`src/rtl/cv32e40p_pdl_pkg.sv`:
```
// Shared state type, defaults and helpers for the PDL alarm controller.
package cv32e40p_pdl_pkg;

    localparam int N_SENS_DEF = 4;
    localparam int WARMUP_DEF = 8;

    typedef enum logic [2:0] {
        ST_IDLE    = 3'd0,
        ST_ARM     = 3'd1,
        ST_MONITOR = 3'd2,
        ST_LOCKOUT = 3'd3
    } pdl_state_e;

    function automatic logic [3:0] sat_inc4(input logic [3:0] val);
        return (val == 4'hF) ? val : val + 4'd1;
    endfunction

endpackage

```
`src/rtl/cv32e40p_pdl_window_cnt.sv`:
```
// Loadable down-counter that pulses o_wrap on its terminal count and reloads itself.
// A zero length loaded at any load point makes the window unbounded (never wraps).
module cv32e40p_pdl_window_cnt #(
    parameter int WIN_W = 16
) (
    input  logic             clk,
    input  logic             rst_n,
    input  logic             i_clr,
    input  logic             i_load,
    input  logic             i_en,
    input  logic [WIN_W-1:0] i_len,
    output logic             o_wrap
);

    logic [WIN_W-1:0] r_cnt;
    logic             r_unbounded;

    assign o_wrap = i_en && !r_unbounded && (r_cnt == '0);

    always_ff @(posedge clk or negedge rst_n) begin
        if (!rst_n) begin
            r_cnt       <= '0;
            r_unbounded <= 1'b0;
        end else if (i_clr) begin
            r_cnt       <= '0;
            r_unbounded <= 1'b0;
        end else if (i_load || o_wrap) begin
            r_cnt       <= i_len - WIN_W'(1);
            r_unbounded <= (i_len == '0);
        end else if (i_en && !r_unbounded) begin
            r_cnt <= r_cnt - WIN_W'(1);
        end
    end

endmodule

```
`src/rtl/cv32e40p_pdl_alarm_ctrl.sv`:
```
// PDL alarm controller: warms up the sensors, counts windowed alarms and
// locks the core out with a halt request once the alarm threshold is reached.
module cv32e40p_pdl_alarm_ctrl
    import cv32e40p_pdl_pkg::*;
#(
    parameter int N_SENS = N_SENS_DEF,
    parameter int WARMUP = WARMUP_DEF,
    parameter int WIN_W  = 16
) (
    input  logic              clk,
    input  logic              rst_n,
    input  logic              cfg_en,
    input  logic [N_SENS-1:0] cfg_mask,
    input  logic [3:0]        cfg_thresh,
    input  logic [WIN_W-1:0]  cfg_window,
    input  logic              clear_i,
    input  logic [N_SENS-1:0] alarm_i,
    output logic [N_SENS-1:0] sensor_en_o,
    output logic              irq_o,
    output logic              halt_req_o,
    output logic [N_SENS-1:0] status_o,
    output logic [3:0]        alarm_cnt_o,
    output logic [2:0]        state_o
);

    localparam int              WU_W    = (WARMUP > 1) ? $clog2(WARMUP) : 1;
    localparam logic [WU_W-1:0] WU_LOAD = WU_W'(WARMUP - 1);

    pdl_state_e        r_state, w_state_nxt;
    logic [WU_W-1:0]   r_warm, w_warm_nxt;
    logic [N_SENS-1:0] r_sensor_en, w_sensor_en_nxt;
    logic [N_SENS-1:0] r_status, w_status_nxt;
    logic [N_SENS-1:0] w_masked;
    logic              r_irq, w_irq_nxt;
    logic [3:0]        r_cnt, w_cnt_nxt, w_cnt_base;
    logic              w_hit;
    logic              w_win_load, w_win_clr, w_win_en, w_win_wrap;

    assign w_masked = alarm_i & cfg_mask;
    assign w_hit    = |w_masked;
    assign w_win_en = (r_state == ST_MONITOR) && cfg_en;

    cv32e40p_pdl_window_cnt #(.WIN_W(WIN_W)) u_window_cnt (
        .clk    (clk),
        .rst_n  (rst_n),
        .i_clr  (w_win_clr),
        .i_load (w_win_load),
        .i_en   (w_win_en),
        .i_len  (cfg_window),
        .o_wrap (w_win_wrap)
    );

    always_ff @(posedge clk or negedge rst_n) begin
        if (!rst_n) begin
            r_state     <= ST_IDLE;
            r_warm      <= '0;
            r_sensor_en <= '0;
            r_status    <= '0;
            r_irq       <= 1'b0;
            r_cnt       <= '0;
        end else begin
            r_state     <= w_state_nxt;
            r_warm      <= w_warm_nxt;
            r_sensor_en <= w_sensor_en_nxt;
            r_status    <= w_status_nxt;
            r_irq       <= w_irq_nxt;
            r_cnt       <= w_cnt_nxt;
        end
    end

    // Clear outside LOCKOUT is applied first so a same-cycle alarm overrides it.
    always_comb begin
        w_state_nxt  = r_state;
        w_warm_nxt   = r_warm;
        w_status_nxt = r_status;
        w_irq_nxt    = r_irq;
        w_cnt_nxt    = r_cnt;
        w_cnt_base   = r_cnt;
        w_win_load   = 1'b0;
        w_win_clr    = 1'b0;

        if (clear_i && (r_state != ST_LOCKOUT)) begin
            w_status_nxt = '0;
            w_irq_nxt    = 1'b0;
            w_cnt_nxt    = '0;
        end

        case (r_state)
            ST_IDLE: begin
                if (cfg_en) begin
                    w_state_nxt = ST_ARM;
                    w_warm_nxt  = WU_LOAD;
                end
            end
            ST_ARM: begin
                if (!cfg_en) begin
                    w_state_nxt = ST_IDLE;
                    w_warm_nxt  = '0;
                    w_win_clr   = 1'b1;
                end else if (r_warm == '0) begin
                    w_state_nxt = ST_MONITOR;
                    w_win_load  = 1'b1;
                end else begin
                    w_warm_nxt = r_warm - WU_W'(1);
                end
            end
            ST_MONITOR: begin
                if (!cfg_en) begin
                    w_state_nxt = ST_IDLE;
                    w_warm_nxt  = '0;
                    w_win_clr   = 1'b1;
                end else begin
                    w_cnt_base = (clear_i || w_win_wrap) ? 4'd0 : r_cnt;
                    w_cnt_nxt  = w_cnt_base;
                    if (w_hit) begin
                        w_status_nxt = w_status_nxt | w_masked;
                        w_irq_nxt    = 1'b1;
                        w_cnt_nxt    = sat_inc4(w_cnt_base);
                        if ((cfg_thresh != 4'd0) && (w_cnt_nxt >= cfg_thresh)) begin
                            w_state_nxt = ST_LOCKOUT;
                        end
                    end
                end
            end
            ST_LOCKOUT: begin
                if (clear_i) begin
                    w_status_nxt = '0;
                    w_irq_nxt    = 1'b0;
                    w_cnt_nxt    = '0;
                    if (cfg_en) begin
                        w_state_nxt = ST_ARM;
                        w_warm_nxt  = WU_LOAD;
                    end else begin
                        w_state_nxt = ST_IDLE;
                        w_warm_nxt  = '0;
                        w_win_clr   = 1'b1;
                    end
                end else if (w_hit) begin
                    w_status_nxt = r_status | w_masked;
                    w_irq_nxt    = 1'b1;
                end
            end
            default: begin
                w_state_nxt = ST_IDLE;
            end
        endcase

        w_sensor_en_nxt = (w_state_nxt == ST_IDLE) ? '0 : cfg_mask;
    end

    assign sensor_en_o = r_sensor_en;
    assign irq_o       = r_irq;
    assign halt_req_o  = (r_state == ST_LOCKOUT);
    assign status_o    = r_status;
    assign alarm_cnt_o = r_cnt;
    assign state_o     = r_state;

endmodule
```
`config.mk`:
```
export PLATFORM = sky130hd
export DESIGN_NAME = cv32e40p_pdl_alarm_ctrl
export DESIGN_NICKNAME = d
export VERILOG_FILES = /design/src/rtl/cv32e40p_pdl_pkg.sv /design/src/rtl/cv32e40p_pdl_window_cnt.sv /design/src/rtl/cv32e40p_pdl_alarm_ctrl.sv
export SDC_FILE = /design/constraint.sdc
export NUM_CORES = 1
export LEC_CHECK = 0
export ABC_CLOCK_PERIOD_IN_PS = 7800
export BUFFER_PORTS_ARGS = -buffer_cell sky130_fd_sc_hd__buf_2
export CORE_ASPECT_RATIO = 0.7
export CORE_MARGIN = 10
export CORE_UTILIZATION = 42
export DETAILED_ROUTE_END_ITERATION = 16
export GPL_TIMING_DRIVEN = 0
export PLACE_DENSITY = 0.6
export SLEW_MARGIN = 20
export SYNTH_ARGS = -nofsm -noshare
export SYNTH_HDL_FRONTEND = slang
export SYNTH_SLANG_ARGS = --single-unit
```
`constraint.sdc`:
```
create_clock -name clk -period 7.8 [get_ports clk]
set_input_delay 0 -clock clk [delete_from_list [all_inputs] [get_ports clk]]
set_output_delay 0 -clock clk [all_outputs]
set_load 0.1 [all_outputs]
```
# Word level (Yosys, flattened, before mapping)
# Cells that the tools add are included.
# Widths: inputs -> output; s select.
[word_totals]
ff_bits = 36
inputBits = 32
output_inout_bits = 17
wordCells = 91
[op_classes]
n_addsub = 4
magnitude_cmp = 1
n_eq_ne = 9
muxes = 46
bitwise_logic = 3
n_reduce_logical = 20
[op_table]
columns = ["operator", "count"]
rows = [
  ["$mux 16", 3],
  ["$mux 4", 12],
  ["$mux 3", 13],
  ["$logic_not 16->1", 2],
  ["$sub 16x1->16 const B", 2],
  ["$pmux 3 s4", 2],
  ["$pmux 4 s2", 2],
  ["$mux 1", 12],
  ["$logic_not 3->1", 3],
  ["$or 4x4->4", 2],
  ["$reduce_bool 4->1", 2],
  ["$eq 3x2->1 const B", 2],
  ["$ne 2x2->1 const B", 3],
  ["$logic_and 1x1->1", 5],
  ["$reduce_and 5->1", 1],
  ["$add 4x1->4 const B", 1],
  ["$and 4x4->4", 1],
  ["$eq 4x4->1 const B", 1],
  ["$ge 4x4->1", 1],
  ["$pmux 1 s2", 2],
  ["$reduce_or 4->1", 1],
  ["$eq 3x1->1 const B", 1],
  ["$ne 3x2->1 const B", 1],
  ["$ne 3x3->1 const B", 1],
  ["other kinds (6)", 7],
]

# Depth between registers and ports, before layout
# Gate-level depths: netlist (run 1).
[logic_depth]
word_depth = 16
depth_mapped = 16
ltp_nobuf = 14

# Cells and area by module
# Synthesis (run 1) repeated with hierarchy kept, for this count alone.
[unflattened]
cells_unflattened = 341
area_unflattened_um2 = 2852.7
[modules_own_cells]
columns = ["mod", "n_inst", "cells_per_inst", "area_per_inst_um2", "seq_area_each_um2"]
rows = [
  ["cv32e40p_pdl_window_cnt", 1, 218, 1661.6, 425.4],
  ["cv32e40p_pdl_alarm_ctrl", 1, 123, 1191.1, 475.5],
]

# Worst setup path after synthesis (run 1)
# OpenSTA, ideal clock, no wires.
[synth_timing]
path_kind = "register -> register"
start = "reg r_state[1], in the netlist state_o[1]"
end = "reg r_state[0], in the netlist state_o[0]"
setup_ps = 130
arrival_ps = 3622
t_required_ps = 7670
path_slack_ps = 4048
stages_incl_launch_ff = 16
path_buffers = 1
synth_period_minus_slack_ps = 3752
cell_sequence = "dfrtp_1 > nand4bb_1 > buf_2 > or4_4 > o21ai_2 > nor2_1 > ha_1 > nand3_1 > xnor2_1 > nor2_1 > ha_1 > nand2b_1 > a21o_1 > a21o_1 > a21oi_1 > o21bai_1"
[synth_via]
elab_chain_len = 14
elab_cells_between_ends = 18
classes_between = "1 x add/sub; 1 x order compare; 4 x eq/ne; 6 x mux; 6 x reduce/logical"
[synth_rtl]
columns = ["element", "line_no", "rtl"]
rows = [
  ["start: declaration", "cv32e40p_pdl_alarm_ctrl.sv:29", "pdl_state_e r_state, w_state_nxt;"],
  ["start signal: assignment", "cv32e40p_pdl_alarm_ctrl.sv:62", "r_state <= w_state_nxt;"],
  ["$eq 3x2->1", "cv32e40p_pdl_alarm_ctrl.sv:41, cv32e40p_pdl_alarm_ctrl.sv:88", ""],
  ["$logic_and 1x1->1", "cv32e40p_pdl_alarm_ctrl.sv:41", "assign w_win_en = (r_state == ST_MONITOR) && cfg_en;"],
  ["$logic_and 1x1->1 (2 in a row)", "cv32e40p_pdl_window_cnt.sv:18", "assign o_wrap = i_en && !r_unbounded && (r_cnt == '0);"],
  ["$logic_or 1x1->1", "cv32e40p_pdl_alarm_ctrl.sv:113", "w_cnt_base = (clear_i || w_win_wrap) ? 4'd0 : r_cnt;"],
  ["$mux 4", "cv32e40p_pdl_alarm_ctrl.sv:113", ""],
  ["$add 4x1->4 / $eq 4x4->1 (equally long branches)", "cv32e40p_pdl_pkg.sv:15", "return (val == 4'hF) ? val : val + 4'd1;"],
  ["$mux 4", "cv32e40p_pdl_pkg.sv:15", ""],
  ["$ge 4x4->1", "cv32e40p_pdl_alarm_ctrl.sv:119", "if ((cfg_thresh != 4'd0) && (w_cnt_nxt >= cfg_thresh)) begin"],
  ["$logic_and 1x1->1", "cv32e40p_pdl_alarm_ctrl.sv:119", ""],
  ["$mux 3", "cv32e40p_pdl_alarm_ctrl.sv:119", ""],
  ["$mux 3", "cv32e40p_pdl_alarm_ctrl.sv:115", "if (w_hit) begin"],
  ["$mux 3", "cv32e40p_pdl_alarm_ctrl.sv:108", "if (!cfg_en) begin"],
  ["$pmux 3 s4 *", "cv32e40p_pdl_alarm_ctrl.sv:88", "case (r_state)"],
  ["named net w_state_nxt[0]", "cv32e40p_pdl_alarm_ctrl.sv:29", ""],
]
# The timed path passes the listed nets; every way through them passes the cells marked *.
# A chain may end at the register's enable or synchronous reset.

# Final worst setup path (run 1)
[layout_timing]
start = "reg u_window_cnt.r_cnt[1]"
end = "reg u_window_cnt.r_cnt[6]"
[layout_via]
elab_chain_len = 5
elab_cells_between_ends = 8
classes_between = "1 x add/sub; 3 x mux; 4 x reduce/logical"
[layout_rtl]
columns = ["element", "line_no", "rtl"]
rows = [
  ["start: declaration", "cv32e40p_pdl_window_cnt.sv:15", "logic [WIN_W-1:0] r_cnt;"],
  ["start signal: assignment", "cv32e40p_pdl_window_cnt.sv:28", "r_cnt <= i_len - WIN_W'(1);"],
  ["start signal: assignment", "cv32e40p_pdl_window_cnt.sv:31", "r_cnt <= r_cnt - WIN_W'(1);"],
  ["parallel branches: the longest is 5 deep, another holds $sub 16x1->16", "n/a", ""],
]
# Parallel ways; which one is timed is not known. The select of a mux whose other input is x is not followed.

==> reports/results.ini, run 1 <==
[worst_setup_path]
worstPathRequired_ns = 7.94
cp.arrival_ns = 4.27
path_cells = nor4_1 -> nand4_1 -> o21ai_4 -> buf_6 -> buf_4 -> mux2i_1 -> ha_1 -> clkbuf_1 -> nand2_1 -> o31ai_1 -> o21ai_0 -> a21oi_1 -> o21ai_0
cpPeakStageDelay_ns = 0.70
critPathSlowestCell = nor4_1
crit_top_cell = o21ai_0
rrSetupSlack_ns = 3.67
crit_family = simple AND/OR/NAND/NOR gates
crit_buf_inv = 3
start_kind = flip-flop
critPathKind = flip-flop to flip-flop
end_kind = flip-flop
path_max_fanout = 10

[die]
fp-row-count = 23
die_w_microns = 113
initial_core_util_pct = 43.8
fp.dieH_microns = 85.0
io_pins = 49
die-area_sq_um = 9590
core-area_sq_um = 5780

[sta]
period_needed_ns = 4.13
layout_setup_ws_ns = 3.67
fin_tns_setup_ns = 0
finalMaxSlewViolations = 0
rsz0062_at_grt = false
min_period_over_period_pct = 53.0
hold_violations = 0
relSlewSlack_pct = 45.0
final-setup-viol-count = 0
worst_pin_slew_ns = 0.825
finClkSkew_ns = 0.00922
fmax_mhz = 242

[route]
routedWlPerCell_microns = 18.0
vias = 2627
drt-initial-drc-count = 225
detail-route-antenna-nets = 0
drcViolationCount = 0
totalWireLength_microns = 7930
drtPass1Iterations = 6
via_per_inst = 5.97

[power]
combPwrFrac_pct = 19.8
p_sw_share_pct = 30.6
p_leak_nw = 1.32
peakVddDrop_mv = 0.0959
p_sw_w = 0.000134
pwr_density_cell_nw_per_um2 = 145
p_clk_share_pct = 33.6
p_int_w = 0.000304
power.share.sequential_pct = 46.7

[cts]
cts.sinks = 36
cts_tree = yes
clk_pin_slew_ns = 0.08
cts_hold_buf = 5
cts_resized = 0
worstSkewPairLatency_ns = 0.28
cts-buffers-inserted = 5
postCtsSetupBuffers = 0
clock_path_buffers = 2
clockRootBuffer = clkbuf_8
cts-htree-levels = 2

[global_routing]
grt_pass1_wl_microns = 13200
grt_pass1_vias = 2567
grt_max_degree = 37
antenna_found_initial = 0
grt_remaining_overflow = 0
grt_usage_pct = 16.4

[final_layout]
final_common_cell = buf_2
area_growth_pct = 19.0
final_nets = 405
mostFrequentLayoutCells = buf_2 (53), dfrtp_1 (36), nor2_1 (31)
drive_above_1_share_pct = 19.2
antenna_cells = 0
fillers = 586

[outcome]
status = finished, final reports clean

[place]
dp_slack_ns = 3.81
port_buffers = 48
dp_hpwl_microns = 6020
place.gp.congestion = 0.895

[synth]
syn_avg_cell_area_sq_um = 8.31
seq_area_frac_synth_pct = 35.6
async_flop_share_pct = 100
synth_area_sq_um = 2530
yosysUniqueCellTypes = 57
synthCells = 305
synth_nets = 345
synth_edf_count = 0
yosysWarnings = 0
synth-seq-cells = 36
synth_ff_type = dfrtp_1

[worst_hold_path]
hp-class = input pin to flip-flop

[flow_run]
max_cap_violations = 0

==> synthesized netlist by cell type, types with 3 or more instances <==
cell        n  area, sq um
ha_1        8          100
dfrtp_1    36          901
nand3_1    10         50.1
buf_2       5         25.0
nand4_1     6         37.5
o21bai_1    3         22.5
nor3_1     16         80.1
o2bb2ai_1   4         35.0
clkbuf_1    4         15.0
o21ai_0    23          115
a211oi_1    4         30.0
mux2i_1     3         30.0
nor2_1     31          116
nand2b_1    4         25.0
xnor2_1     3         26.3
and4_1      3         26.3
nor2b_1     6         37.5
o211ai_1    3         22.5
a21oi_1    19         95.1
o31ai_1     6         45.0
nor4_1      9         56.3
nand2_1    20         75.1
inv_1      13         48.8
nand3b_1    3         22.5
or3_1       8         50.1
a21o_1      3         22.5
a31oi_1    10         62.6
==> worst register-to-register path, stage by stage, from the launching register on <==
cell      delay, ns
dfrtp_1        0.42
nor4_1         0.70
nand4_1        0.45
o21ai_4        0.35
buf_6          0.20
buf_4          0.21
mux2i_1        0.22
ha_1           0.31
clkbuf_1       0.42
nand2_1        0.16
o31ai_1        0.22
o21ai_0        0.11
a21oi_1        0.14
o21ai_0        0.09
==> metal layers <==
layer,GRT usage (%),vias up,routed length [microns]
li1,-,1270,-
met2,21.4,109,3060
met5,0,-,0
met4,2.53,0,38
met1,25.8,1241,4180
met3,4.43,7,659
==> worst paths after layout <==
kind / cells past startpoint / from / end
max: 13 / u_window_cnt.r_cnt[1] / u_window_cnt.r_cnt[6]
min: 2 / clear_i / alarm_cnt_o[0]
max reg2reg: 13 / u_window_cnt.r_cnt[1] / u_window_cnt.r_cnt[6]
min reg2reg: 1 / status_o[3] / status_o[3]
max in group asynchronous: 2 / rst_n / status_o[1]
min in group asynchronous: 2 / rst_n / u_window_cnt.r_cnt[3]
==> area by class of cell <==
class                      instances  area [sq um]  area share [%]
inverter                          13          48.8            1.62
sequential                        36           901            29.9
tap                               75          93.8            3.11
buffer                            11          58.8            1.95
clock buffer                       7          96.3            3.20
multi-input combinational        245          1530            50.6
timing repair buffer              53           290            9.63
==> cells by family (layout without fill, tap and decap cells) <==
family	count (synthesis)	count (layout)	share of synthesized area [%]
AND/OR/NAND/NOR	127	127	26.3
AO/OA/AOI/OAI	99	99	26.0
flip-flops	36	36	35.6
buffers and inverters	24	84	4.25
adder cells (fa/ha/maj)	8	8	3.95
XOR/XNOR	5	5	1.73
multiplexers	5	5	2.07
other	1	1	0.148
==> flip-flops by register name, summed over array words and instances, names as in the netlist <==
register / cells
u_window_cnt.r_cnt: 16
alarm_cnt_o: 4
sensor_en_o: 4
status_o: 4
r_warm: 3
state_o: 3
irq_o: 1
u_window_cnt.r_unbounded: 1
==> power by group through the flow <==
stage	combinational [W]	clock, W	sequential (W)
after floorplan	0.0000444	0	0.000214
after global placement	0.0000818	0	0.000208
after detailed placement	0.0000830	0	0.000208
after CTS	0.0000853	0.000149	0.000204
after global routing	0.0000962	0.000158	0.000206
final	0.0000864	0.000147	0.000204
==> stage by stage <==
step	hold slack [ns]	total power, W	area, sq um	instances	utilization, %
CTS	0.00382	0.000438	3010	440	52.1
finish	0.0145	0.000438	3010	440	52.1
global placement	0.162	0.000289	2870	428	49.6
detailed placement	0.156	0.000291	2870	428	49.6
floorplan	-0.296	0.000259	2530	305	-
global route	0.0118	0.000459	3010	440	52.1
Power figures use the tool's default switching activity.
==> run 2: changes to the inputs <==
--- a/config.mk
+++ b/config.mk
@@ -5,7 +5,7 @@
 export SDC_FILE = /design/constraint.sdc
 export NUM_CORES = 1
 export LEC_CHECK = 0
-export ABC_CLOCK_PERIOD_IN_PS = 7800
+export ABC_CLOCK_PERIOD_IN_PS = 4000
 export BUFFER_PORTS_ARGS = -buffer_cell sky130_fd_sc_hd__buf_2
 export CORE_ASPECT_RATIO = 0.7
 export CORE_MARGIN = 10
==> constraint.sdc (replaced) <==
create_clock -name clk -period 4 [get_ports clk]
set_input_delay 0 -clock clk [delete_from_list [all_inputs] [get_ports clk]]
set_output_delay 0 -clock clk [all_outputs]
set_load 0.1 [all_outputs]
==> run 2 against run 1 <==
  * Fmax increased by 11%
  * Combinational power increased by 96%
  * Wire length decreased by 0.23%
==> reports/results.ini, run 2 (same netlist as run 1, synthesis figures left out) <==
[outcome]
status = finished, final reports clean

[sta]
finClkSkew_ns = 0.0114
min_period_over_period_pct = 92.7
fin_tns_setup_ns = 0
relSlewSlack_pct = 44.9
final-setup-viol-count = 0
fmax_mhz = 270
layout_setup_ws_ns = 0.291
rsz0062_at_grt = false
worst_pin_slew_ns = 0.827
finalMaxSlewViolations = 0
period_needed_ns = 3.71
hold_violations = 0

[worst_setup_path]
cp.arrival_ns = 3.86
worstPathRequired_ns = 4.15
start_kind = flip-flop
worstSetupStartpoint = u_window_cnt.r_cnt[1]
reg2reg_from = u_window_cnt.r_cnt[1]
path_max_fanout = 10
critPathKind = flip-flop to flip-flop
end_kind = flip-flop

[die]
core-area_sq_um = 5780
io_pins = 49
fp.dieH_microns = 85.0
die-area_sq_um = 9590
initial_core_util_pct = 43.8
die_w_microns = 113
fp-row-count = 23

[final_layout]
antenna_cells = 0
fin_cells = 440
final_common_cell = buf_2
largest-register = u_window_cnt.r_cnt
drive_above_1_share_pct = 19.7
final_nets = 405
mostFrequentLayoutCells = buf_2 (53), dfrtp_1 (36), nor2_1 (31)
area_growth_pct = 19.3
stdcell_area_sq_um = 3020
utilization_pct = 52.2
largest_reg_flops = 16

[cts]
clockRootBuffer = clkbuf_8
clk_pin_slew_ns = 0.08
cts-htree-levels = 2
cts-buffers-inserted = 5
worstSkewPairLatency_ns = 0.29
cts.sinks = 36
cts_tree = yes
clock_path_buffers = 2

[power]
peakVddDrop_mv = 0.187
combPwrFrac_pct = 19.8
p_clk_share_pct = 33.6
p_leak_nw = 1.32
p_int_w = 0.000593
power.share.sequential_pct = 46.7
p_sw_w = 0.000262
p_sw_share_pct = 30.7
pwr_density_cell_nw_per_um2 = 283

[place]
dp_hpwl_microns = 6020
dp_slack_ns = 0.00602
dpl_cell_area_sq_um = 2870
post-place-cells = 428
port_buffers = 48
place.gp.congestion = 0.895

[global_routing]
antenna_found_initial = 0
grt_pass1_vias = 2580
grt_remaining_overflow = 0
grt_max_degree = 37
grt_pass1_wl_microns = 13300
grt_usage_pct = 16.5

[route]
detail-route-antenna-nets = 0
vias = 2628
drtPass1Iterations = 5
drcViolationCount = 0
via_per_inst = 5.97
totalWireLength_microns = 7920
routedWlPerCell_microns = 18.0
drt-initial-drc-count = 243

[worst_hold_path]
hp-class = input pin to flip-flop
hp-start = clear_i

[flow_run]
max_cap_violations = 0

==> run 2: what timing repair did <==
action	CTS	global route
endpoints found under the hold margin	40	0
endpoints found under the setup margin	1	1
pin swaps	0	0
gates resized for setup	1	2
hold buffers	5	0
buffers inserted	0	0
==> run 2: final timing paths <==
check | end | slack [ns] | cells after the start
max in group asynchronous | status_o[1] | 3.12 | 2
worst max register to register | u_window_cnt.r_cnt[6] | 0.29 | 13
min in group asynchronous | u_window_cnt.r_cnt[3] | 0.34 | 2
worst min-delay path | alarm_cnt_o[0] | 0.01 | 2
worst max-delay path | u_window_cnt.r_cnt[6] | 0.29 | 13
worst min register to register | status_o[1] | 0.50 | 1
==> run 2: layout make-up <==
type	count	area, sq um
clock buffers	7	96.3
well taps	75	93.8
inverters	13	48.8
plain buffers	11	60.1
multi-input cells	245	1530
repair buffers	53	290
fillers	590	2760
flip-flops and latches	36	901
==> run 2: stage by stage <==
stage               hold slack (ns)  power, W
finish                       0.0130  0.000855
global route                 0.0118  0.000898
CTS                         0.00382  0.000855
detailed placement            0.156  0.000567
global placement              0.162  0.000564
floorplan                    -0.296  0.000505
==> run 2: power groups by stage <==
stage / Clock [W] / Combinational (W) / Sequential (W)
final: 0.000287 / 0.000169 / 0.000399
after global routing: 0.000308 / 0.000189 / 0.000402
after detailed placement: 0 / 0.000162 / 0.000405
after CTS: 0.000290 / 0.000167 / 0.000398
after floorplan: 0 / 0.0000866 / 0.000418
after global placement: 0 / 0.000160 / 0.000405
==> run 2: routing by layer <==
layer  wire length (microns)  vias up  share of wire, %  global-route usage (%)
li1                        -     1277                 -                       -
met1                    4240     1240                54                    25.8
met2                    3010      103                38                    21.5
met5                       0        -                 0                       0
met4                      48        0              0.61                    2.53
met3                     619        8               7.8                    4.43
==> run 2: critical path: stages (launching register included) <==
cell and delay (ns):
dfrtp_1 0.44, nor4_2 0.52, nand4_1 0.38, o21ai_4 0.34, buf_6 0.20, buf_4 0.21, mux2i_1 0.21, ha_1 0.31
clkbuf_2 0.29, nand2_1 0.12, o31ai_1 0.20, o21ai_0 0.11, a21oi_1 0.14, o21ai_0 0.09
==> run 3: changes to the inputs <==
--- a/config.mk
+++ b/config.mk
@@ -5,11 +5,12 @@
 export SDC_FILE = /design/constraint.sdc
 export NUM_CORES = 1
 export LEC_CHECK = 0
-export ABC_CLOCK_PERIOD_IN_PS = 4000
+export ABC_CLOCK_PERIOD_IN_PS = 3960
 export BUFFER_PORTS_ARGS = -buffer_cell sky130_fd_sc_hd__buf_2
-export CORE_ASPECT_RATIO = 0.7
+export CORE_ASPECT_RATIO = 0.9
 export CORE_MARGIN = 10
 export CORE_UTILIZATION = 42
+export CTS_CLUSTER_DIAMETER = 200
 export DETAILED_ROUTE_END_ITERATION = 16
 export GPL_TIMING_DRIVEN = 0
 export PLACE_DENSITY = 0.6
==> constraint.sdc (replaced) <==
create_clock -name clk -period 3.96 [get_ports clk]
set_input_delay 0 -clock clk [delete_from_list [all_inputs] [get_ports clk]]
set_output_delay 0 -clock clk [all_outputs]
set_load 0.1 [all_outputs]
==> run 3 against run 2 <==
  * Register-to-register slack improved by 0.13 ns
  * Utilization rose by 0.80 points
  * Cell count is 0.45% lower
  * Sequential power about the same
  * First-iteration DRC count decreased by 9.1%
  * Die area decreased by 0.47%
  * Clock-buffer cell count down 2
  * Largest cell class unchanged
==> reports/results.ini, run 3 (same netlist as run 1, synthesis figures left out) <==
[final_layout]
multi_input_area_sq_um = 1530
final_common_cell = buf_2
stdcell_area_sq_um = 3050
fillers = 539
drive_above_1_share_pct = 19.8
antenna_cells = 0
area_growth_pct = 20.5
final_nets = 407
largest_reg_flops = 16
mostFrequentLayoutCells = buf_2 (53), dfrtp_1 (36), nor2_1 (31)
largest-register = u_window_cnt.r_cnt
seq_area_sq_um = 901

[global_routing]
antenna_found_initial = 0
grt_pass1_vias = 2537
grt_usage_pct = 16.4
grt_max_degree = 37
grt_remaining_overflow = 0
grt_pass1_wl_microns = 12600

[sta]
finalMaxSlewViolations = 0
final-setup-viol-count = 0
layout_setup_ws_ns = 0.422
worst_pin_slew_ns = 0.868
finClkSkew_ns = 0.0112
min_period_over_period_pct = 89.3
rsz0062_at_grt = false
fmax_mhz = 283
hold_violations = 0
period_needed_ns = 3.54
fin_tns_setup_ns = 0
relSlewSlack_pct = 41.7

[power]
p_leak_nw = 1.33
pwr_density_cell_nw_per_um2 = 297
p_sw_share_pct = 30.1
p_int_w = 0.000634
combPwrFrac_pct = 18.8
power.share.sequential_pct = 44.3
p_sw_w = 0.000274
peakVddDrop_mv = 0.161
p_clk_share_pct = 36.9

[cts]
clk_pin_slew_ns = 0.08
cts.sinks = 36
cts-buffers-inserted = 5
cts-htree-levels = 2
worstSkewPairLatency_ns = 0.29
cts_tree = yes
clockRootBuffer = clkbuf_8
postCtsSetupBuffers = 0
clock_path_buffers = 2

[worst_setup_path]
worstSetupStartpoint = state_o[2]
cp.arrival_ns = 3.70
critPathKind = flip-flop to flip-flop
start_kind = flip-flop
end_kind = flip-flop
reg2reg_from = state_o[2]
path_max_fanout = 10
worstPathRequired_ns = 4.12

[place]
dpl_cell_area_sq_um = 2860
place.gp.congestion = 0.843
dp_slack_ns = 0.125
port_buffers = 48
dp_hpwl_microns = 5740

[route]
drt-initial-drc-count = 221
via_per_inst = 5.94
routedWlPerCell_microns = 17.4
drtPass1Iterations = 4
detail-route-antenna-nets = 0
drcViolationCount = 0
vias = 2602
totalWireLength_microns = 7630

[die]
die_w_microns = 102
initial_core_util_pct = 44.0
io_pins = 49
core-area_sq_um = 5760
fp.dieH_microns = 93.7
die-area_sq_um = 9540
fp-row-count = 26

[flow_run]
max_cap_violations = 0

[outcome]
status = finished, final reports clean

[worst_hold_path]
hp-start = alarm_i[0]
hp-class = input pin to flip-flop

[run 3: power groups by stage]
| stage | combinational, W | sequential [W] | clock [W] |
|---|---|---|---|
| floorplan | 0.0000874 | 0.000422 | 0 |
| global placement | 0.000162 | 0.000408 | 0 |
| detailed placement | 0.000163 | 0.000408 | 0 |
| CTS | 0.000168 | 0.000401 | 0.000345 |
| global route | 0.000192 | 0.000405 | 0.000357 |
| finish | 0.000171 | 0.000402 | 0.000335 |
[run 3: final timing paths]
kind	end	depth (start not counted)	slack, ns
worst max-delay path	u_window_cnt.r_cnt[10]	13	0.42
worst min-delay path	status_o[0]	3	0.01
worst max register to register	u_window_cnt.r_cnt[10]	13	0.42
worst min register to register	status_o[2]	1	0.49
max in group asynchronous	u_window_cnt.r_cnt[4]	2	3.10
min in group asynchronous	status_o[3]	2	0.33
[run 3: per-stage QoR]
stage	util [%]	hold slack [ns]	total power, W	std cells
after global placement	49.7	0.150	0.000570	423
after floorplan	-	-0.296	0.000510	305
final	53.0	0.0110	0.000908	438
after global routing	53.0	0.00511	0.000954	438
after CTS	52.9	0.00101	0.000915	438
after detailed placement	49.7	0.161	0.000571	423
[run 3: worst max-delay path, stage by stage (launching register included)]
cell and delay, ns:
dfrtp_1 0.47, nand4bb_1 0.21, buf_2 0.19, or4_4 0.53, o21ai_4 0.23, buf_6 0.19
buf_4 0.19, mux2i_1 0.20, ha_1 0.25, nor2b_1 0.19, nand3_1 0.14, or3_1 0.36
a21oi_1 0.14, o21ai_0 0.10
[run 3: cell type report]
type                       count  area share, %
buffer                        11           1.97
multi-input combinational    245           50.1
clock inverter                 3           1.52
inverter                      13           1.60
tap                           70           2.87
clock buffer                   5           2.25
timing repair buffer          55           10.2
sequential                    36           29.5
[run 3: routing by layer]
layer	global-route usage [%]	routed length [microns]
met1	22.8	3700
met5	0	0
met3	2.72	358
met2	25.5	3470
met4	4.34	91
[run 3: what timing repair did]
action | 4_1_cts | 5_1_grt
hold endpoints to repair | 42 | 0
setup endpoints to repair | 0 | 6
hold buffers | 7 | 0
resized for setup | 0 | 3
